**src/rtl/clkdiv_pkg.sv**
```systemverilog
// Shared constants for the clock divider bank.
// Default widths and common divisor values at 100 MHz.
package clkdiv_pkg;

  localparam int unsigned DIV_W_DEF  = 26;
  localparam int unsigned SYS_CLK_HZ = 100_000_000;
  localparam int unsigned DIV_1HZ    = 50_000_000;
  localparam int unsigned DIV_1KHZ   = 50_000;

endpackage

```
**src/rtl/clkdiv_ch.sv**
```systemverilog
// One divider channel: counter, active/shadow divisor, square wave + tick.
// Ports: clk, rst_n, en, load, div, [sync_i if CLKDIV_SYNC_EN], clk_o, tick_o, pend_o.
module clkdiv_ch
  import clkdiv_pkg::*;
#(
  parameter int unsigned DIV_W   = DIV_W_DEF,
  parameter int unsigned RST_DIV = DIV_1HZ
) (
  input  logic             clk,
  input  logic             rst_n,
  input  logic             en,
  input  logic             load,
  input  logic [DIV_W-1:0] div,
`ifdef CLKDIV_SYNC_EN
  input  logic             sync_i,
`endif
  output logic             clk_o,
  output logic             tick_o,
  output logic             pend_o
);

  localparam logic [DIV_W-1:0] RST_V = DIV_W'(RST_DIV);
  localparam logic [DIV_W-1:0] ONE   = DIV_W'(1);

  logic [DIV_W-1:0] cnt_q, cnt_d;
  logic [DIV_W-1:0] act_q, act_d;
  logic [DIV_W-1:0] pdiv_q, pdiv_d;
  logic             pend_d, clk_d, tick_d;
  logic             idle, term, sync_w;

`ifdef CLKDIV_SYNC_EN
  assign sync_w = sync_i;
`else
  assign sync_w = 1'b0;
`endif

  // act_q == 0 is idle, so the N-1 wrap never reaches the compare.
  assign idle = !en || (act_q == '0);
  assign term = (cnt_q == act_q - ONE);

  always_comb begin
    cnt_d  = cnt_q;
    clk_d  = clk_o;
    tick_d = 1'b0;
    act_d  = act_q;
    pdiv_d = pdiv_q;
    pend_d = pend_o;
    if (idle) begin
      cnt_d = '0;
      clk_d = 1'b0;
      if (load) act_d = div;
    end else if (sync_w || term) begin
      // Half-period boundary: a fresh load beats the shadow.
      cnt_d = '0;
      if (sync_w) begin
        clk_d = 1'b0;
      end else begin
        clk_d  = ~clk_o;
        tick_d = ~clk_o;
      end
      if (load) begin
        act_d  = div;
        pend_d = 1'b0;
      end else if (pend_o) begin
        act_d  = pdiv_q;
        pend_d = 1'b0;
      end
    end else begin
      cnt_d = cnt_q + ONE;
      if (load) begin
        pdiv_d = div;
        pend_d = 1'b1;
      end
    end
  end

  always_ff @(posedge clk or negedge rst_n) begin
    if (!rst_n) begin
      cnt_q  <= '0;
      act_q  <= RST_V;
      pdiv_q <= '0;
      pend_o <= 1'b0;
      clk_o  <= 1'b0;
      tick_o <= 1'b0;
    end else begin
      cnt_q  <= cnt_d;
      act_q  <= act_d;
      pdiv_q <= pdiv_d;
      pend_o <= pend_d;
      clk_o  <= clk_d;
      tick_o <= tick_d;
    end
  end

endmodule

```
**src/rtl/clk_div_bank.sv**
```systemverilog
// Bank of N_CH independent programmable clock dividers / tick generators.
// Ports: clk, rst_n, en_i, load_i, div_i, [sync_i if CLKDIV_SYNC_EN], clk_o, tick_o, pend_o.
module clk_div_bank
  import clkdiv_pkg::*;
#(
  parameter int unsigned N_CH    = 4,
  parameter int unsigned DIV_W   = DIV_W_DEF,
  parameter int unsigned RST_DIV = DIV_1HZ
) (
  input  logic                  clk,
  input  logic                  rst_n,
  input  logic [N_CH-1:0]       en_i,
  input  logic [N_CH-1:0]       load_i,
  input  logic [N_CH*DIV_W-1:0] div_i,
`ifdef CLKDIV_SYNC_EN
  input  logic                  sync_i,
`endif
  output logic [N_CH-1:0]       clk_o,
  output logic [N_CH-1:0]       tick_o,
  output logic [N_CH-1:0]       pend_o
);

  for (genvar c = 0; c < N_CH; c++) begin : g_ch
    clkdiv_ch #(
      .DIV_W   (DIV_W),
      .RST_DIV (RST_DIV)
    ) u_ch (
      .clk    (clk),
      .rst_n  (rst_n),
      .en     (en_i[c]),
      .load   (load_i[c]),
      .div    (div_i[c*DIV_W +: DIV_W]),
`ifdef CLKDIV_SYNC_EN
      .sync_i (sync_i),
`endif
      .clk_o  (clk_o[c]),
      .tick_o (tick_o[c]),
      .pend_o (pend_o[c])
    );
  end

endmodule

```
**config.mk**
```make
export PLATFORM = sky130hd
export DESIGN_NAME = clk_div_bank
export DESIGN_NICKNAME = d
export VERILOG_FILES = /design/src/rtl/clkdiv_pkg.sv /design/src/rtl/clkdiv_ch.sv /design/src/rtl/clk_div_bank.sv
export SDC_FILE = /design/constraint.sdc
export NUM_CORES = 1
export LEC_CHECK = 0
export ABC_AREA = 1
export ABC_CLOCK_PERIOD_IN_PS = 3200
export CAP_MARGIN = 20
export CELL_PAD_IN_SITES_DETAIL_PLACEMENT = 1
export CELL_PAD_IN_SITES_GLOBAL_PLACEMENT = 1
export CORE_ASPECT_RATIO = 0.6
export CORE_MARGIN = 3
export CORE_UTILIZATION = 48
export DETAILED_ROUTE_END_ITERATION = 6
export DONT_BUFFER_PORTS = 1
export PLACE_DENSITY = 0.94
export SETUP_SLACK_MARGIN = 0.2
export SYNTH_ARGS = -nofsm -noshare
export SYNTH_HDL_FRONTEND = slang
export SYNTH_HIERARCHICAL = 1
export SYNTH_SLANG_ARGS = --single-unit
export TNS_END_PERCENT = 50
```
**constraint.sdc**
```tcl
create_clock -name clk -period 3.2 [get_ports clk]
set_input_delay 0.64 -clock clk [delete_from_list [all_inputs] [get_ports clk]]
set_output_delay 0.64 -clock clk [all_outputs]
set_load 0.01 [all_outputs]
```
Word-level counts from Yosys, hierarchy flattened

Index checks and enable logic that the tools add are counted.

Multiplexer cells: 52
Bitwise logic cells: 12
$add $sub $neg: 8
Equal/unequal tests: 12
Reduce and logical (&&, ||, !) cells: 32

Operator list:

| operator              | count |
|---|---|
| $mux 26               | 28 |
| $add 26x1->26 const B | 4 |
| $eq 26x26->1          | 4 |
| $logic_not 26->1      | 4 |
| $sub 26x1->26 const B | 4 |
| $mux 1                | 24 |
| $reduce_and 3->1      | 8 |
| $reduce_bool 2->1     | 8 |
| $ne 3x2->1 const B    | 4 |
| $not 1->1             | 12 |
| $ne 2x2->1 const B    | 4 |
| $reduce_and 2->1      | 4 |
| $logic_not 1->1       | 4 |
| $logic_or 1x1->1      | 4 |

Register bits: 324
Output and inout port bits: 12
Word-level logic and storage cells: 140

Logic depth before layout (Yosys ltp)

Word-level depth: 4
Mapped depth: 18

Hierarchy

Netlist, hierarchy kept.

By module, submodules not included:

| module                        | sequential area each (sq um) | area an instance (sq um) | cells an instance | instances |
|---|---|---|---|---|
| clkdiv_ch at g_ch[2].u_ch ... | 2042.0                       | 5122.4                   | 696               | 2 |
| clkdiv_ch at g_ch[0].u_ch ... | 2042.0                       | 5116.2                   | 735               | 2 |

Worst setup path before layout

Ideal clock, no wire load.

Kind: reg-to-reg
From: register g_ch[2].u_ch.act_q[0]
To: register g_ch[2].u_ch.act_q[0]
Data required time: 3083 ps
Slack: 894 ps
Stages on the path, launching flop included: 13
Period minus slack after synthesis: 2306 ps
Arrival: 2189 ps
Buffers on the path: 2
Path through: dfrtp_1 > inv_1 > ha_1 > nand2_1 > nor2_1 > buf_4 > nand4_1 > nand2_1 > nor2_2 > buf_2 > mux2_2 > nand3_1 > nand2_1

Longest elaborated chain between the ends: 4
Elaborated cells on any way between the ends: 9

RTL lines:

| element                                             | RTL line                         | source |
|---|---|---|
| start, declared                                     | clkdiv_ch.sv:26                  | `logic [DIV_W-1:0] act_q, act_d;` |
| start signal, assigned                              | clkdiv_ch.sv:87                  | `act_q <= act_d;` |
| $sub 26x1->26 or $logic_not 26->1 (tied branches)   | clkdiv_ch.sv:39, clkdiv_ch.sv:38 |  |
| $eq 26x26->1 or $logic_or 1x1->1 (tied branches)    | clkdiv_ch.sv:39, clkdiv_ch.sv:38 |  |
| $ne 3x2->1 (no source line) (tied with other cells) | n/a                              |  |
| $reduce_and 3->1 (no source line)                   | n/a                              |  |

Parallel ways exist; a longest one is shown, timed or not.
A chain may end at the register's enable or synchronous reset.

Worst setup path after layout

From: register g_ch[0].u_ch.act_q[2]
To: register g_ch[0].u_ch.act_q[21]

Longest elaborated chain between the ends: 4
Elaborated cells on any way between the ends: 9

RTL lines:

| element                                             | RTL line |
|---|---|
| start, declared                                     | clkdiv_ch.sv:26 |
| start signal, assigned                              | clkdiv_ch.sv:87 |
| $sub 26x1->26 or $logic_not 26->1 (tied branches)   | clkdiv_ch.sv:39, clkdiv_ch.sv:38 |
| $eq 26x26->1 or $logic_or 1x1->1 (tied branches)    | clkdiv_ch.sv:39, clkdiv_ch.sv:38 |
| $ne 3x2->1 (no source line) (tied with other cells) | n/a |
| $reduce_and 3->1 (no source line)                   | n/a |

Parallel ways exist; a longest one is shown, timed or not.

==> run summary <==
GRT Max-Usage Layer: met2
Slew @ Worst Pin: 0.857 ns
core area: 0.0413 mm2
area grow syn2layout: 9.49%
All-Layer GR Usage: 0.300
startpoint types: register
RR Startpoint: g_ch[0].u_ch/act_q[2]$_DFFE_PN0P_
grt total ovfl: 0
Power Dens Cells: 525 mW/mm2
Ports: 126
Setup WS pre-CTS: 0.00311 ns
critical path data arrival time: 3.41 ns
met1 usage: 0.438
hold slack: -0.180 ns
CP startpoint: g_ch[0].u_ch/act_q[2]$_DFFE_PN0P_
pin count of the biggest net entering global routing: 325
worst setup margin: 0.260 ns
GP Congestion: 0.968
Mapped Area: 0.0205 mm2
count of distinct cell types in the synthesized netlist: 39
DRT antenna net count: 0
Num CTS Buffers: 34
commonest cells after routing, fill and taps aside: 986 x nand2_1, 352 x nor2_1, 275 x dfrtp_1
drt drc: 0
Max VDD drop: 0.384 mV
crit path time final: 2.94 ns
Slew HR: 0.426
leakage: 10.8 nW
DR pass1 iterations: 6
initial core utilization: 0.496
r2r setup slk: 0.26 ns
detailed placer's ending HPWL: 50.1 mm
Final Util: 0.543
worst skew pair latency: 0.53 ns
CP Max Fanout: 33
Syn. warnings: 6
first-pass GRT wire length: 111 mm
H-Tree Depth: 2
post-synthesis register bit count: 324
Hold Vio Cnt, Final: 277
n_diodes: 0
WS Path Type: reg2reg
via/cell ratio: 5.91
Critical Path RT: 3.67 ns
syn_nets: 2984
RR Endpoint: g_ch[0].u_ch/act_q[21]$_DFFE_PN1P_
clk sinks: 324
maxcap violations: 0
WL final: 71.3 mm
status: complete, but fails checks
Reg2Reg Depth: 14
Fin Setup TNS: 0 ns
Critical Path End Type: register
Final Non-Filler Cells: 3419
clk buf depth: 3
antenna violations before repair: 1
worst hold path type: in2async
Iter 0 DRT Violations: 1966
Rows: 57
post-synthesis sequential area ratio: 0.399
Final Skew: 0.0124 ns
routing usage on met2: 0.454
setup violators final: 0
Tcrit/Tclk final: 0.919
Final Slew Violations: 0
Mapped Avg Cell Area: 7.15 um2
CP endpoint: g_ch[0].u_ch/act_q[21]$_DFFE_PN1P_
PortBufs: 0
nets@finish: 2955
die width: 273 um
die height: 166 um
Fillers: 5248
vias in the first global route: 20.4k
placed cell count: 3337
Via Count: 20.2k
fmax: 340 MHz
Syn Inst Count: 2862
most common cell after layout, fill and taps aside: nand2_1
per-cell routed wire length: 20.9 um
share of post-route cells with drive strength above 1: 0.101
clock root cell: clkbuf_16
RSZ-0062 raised after global routing: yes
Die Footprint: 0.0453 mm2
CTS tree: built
Clock Pin Slew Worst Setup and Hold Paths: 0.07 ns
failing checks: negative hold slack
met3 GRT Util: 0.0604
metal layers:
layer | part of all wire | routed length (um)
met5 | 0.00017 | 12
met2 | 0.44 | 31700
met1 | 0.44 | 31700
met3 | 0.084 | 6010
met4 | 0.027 | 1930
critical path, cell delays in order (launching register included):
cell and delay, ns:
dfrtp_1 0.46, nor2_1 0.17, nand2_1 0.21, nor2_1 0.40, nand2_1 0.13, nand3_1 0.13
nand2_1 0.07, nor2_1 0.09, nand3_1 0.12, nor2_2 0.21, nand3_2 0.19, nand2_8 0.22
buf_12 0.22, nand3_1 0.11, nand2_1 0.14
report_power, final:
part	switching (W)	internal [W]	total (W)	leakage, nW
logic	0.00164	0.000859	0.00250	6.09
clock network	0.00177	0.00248	0.00425	0.591
registers	0.000461	0.00455	0.00501	4.08
synth_stat cells:
master | instances | area (um2)
or2_1 | 2 | 12.5
nand3_1 | 250 | 1250
a21oi_1 | 24 | 120
nor2_4 | 6 | 67.6
o21ai_0 | 78 | 390
buf_1 | 10 | 37.5
dfrtp_1 | 276 | 6910
inv_1 | 186 | 698
and2_1 | 2 | 12.5
buf_2 | 24 | 120
nand2_2 | 4 | 25.0
nor4_1 | 8 | 50.1
inv_2 | 10 | 37.5
dfstp_2 | 48 | 1260
xnor3_1 | 2 | 45.0
ha_1 | 8 | 100
nand2_4 | 8 | 90.1
nand3_2 | 8 | 80.1
buf_6 | 10 | 113
a21boi_0 | 2 | 15.0
o31ai_1 | 2 | 15.0
nand4_1 | 166 | 1040
nor2_2 | 18 | 113
or2_2 | 10 | 62.6
nand3b_1 | 32 | 240
buf_4 | 24 | 180
o21ai_2 | 2 | 17.5
xor2_1 | 72 | 631
nor2_1 | 358 | 1340
o21bai_1 | 2 | 15.0
clkinv_1 | 2 | 7.51
mux2_2 | 52 | 586
clkbuf_1 | 44 | 165
nor3_1 | 36 | 180
a31oi_1 | 2 | 12.5
and3_1 | 6 | 37.5
nand2_1 | 990 | 3720
xnor2_1 | 76 | 666
or3b_2 | 2 | 17.5
metrics by stage:
step / cell area [um2] / power [W]
after CTS: 22000 / 0.0117
final: 22400 / 0.0118
after floorplan: 20500 / 0.00670
after global placement: 20800 / 0.00718
after global routing: 22400 / 0.0124
after detailed placement: 20800 / 0.00737
kinds of logic (layout without fill, tap and decap cells):
kind of cell               after synthesis  in the layout  share of synthesized area
DFF                                    324            324                      0.399
and+or+nand+nor                       1906           1912                      0.407
adders and majority gates                8              8                    0.00489
muxes                                   52             52                     0.0286
xor gates and xnor gates               150            150                     0.0655
AOI/OAI and AO/OA                      112            112                     0.0286
buffers and inverters                  310            301                     0.0664
repair_timing:
item / 4_1_cts / 5_1_grt
buffers inserted: 0 / 14
pin swaps: 0 / 10
gates resized for setup: 10 / 35
endpoints found under the setup margin: 148 / 267
hold endpoints to repair: 276 / 277
gates cloned: 0 / 6
flip-flops by register name (all words and copies together), names as in the netlist:
register          flops
g_ch.u_ch/tick_o      4
g_ch.u_ch/act_q     104
g_ch.u_ch/pend_o      4
g_ch.u_ch/pdiv_q    104
g_ch.u_ch/cnt_q     104
g_ch.u_ch/clk_o       4
worst min path at each step:
stage               start                                   to  slack [ns]  depth (start not counted)
floorplan           rst_n    g_ch[0].u_ch/act_q[0]$_DFFE_PN0P_        0.34                          0
global placement    rst_n    g_ch[1].u_ch/act_q[6]$_DFFE_PN0P_        0.37                          0
detailed placement  rst_n    g_ch[1].u_ch/act_q[8]$_DFFE_PN0P_        0.37                          0
CTS                 rst_n    g_ch[1].u_ch/act_q[8]$_DFFE_PN0P_       -0.19                          0
global route        rst_n  g_ch[1].u_ch/pdiv_q[10]$_DFFE_PN0P_       -0.21                          0
finish              rst_n    g_ch[1].u_ch/act_q[6]$_DFFE_PN0P_       -0.18                          0
cell type report:
type | instances | area [um2] | area share
clock buffer | 51 | 1070 | 0.0477
clock inverter | 11 | 109 | 0.00486
inverter | 198 | 746 | 0.0333
multi-input combinational | 2234 | 11200 | 0.500
sequential | 324 | 8170 | 0.364
tap | 560 | 701 | 0.0313
timing repair buffer | 41 | 407 | 0.0181
Note: power is estimated with default switching activity, not from simulation.
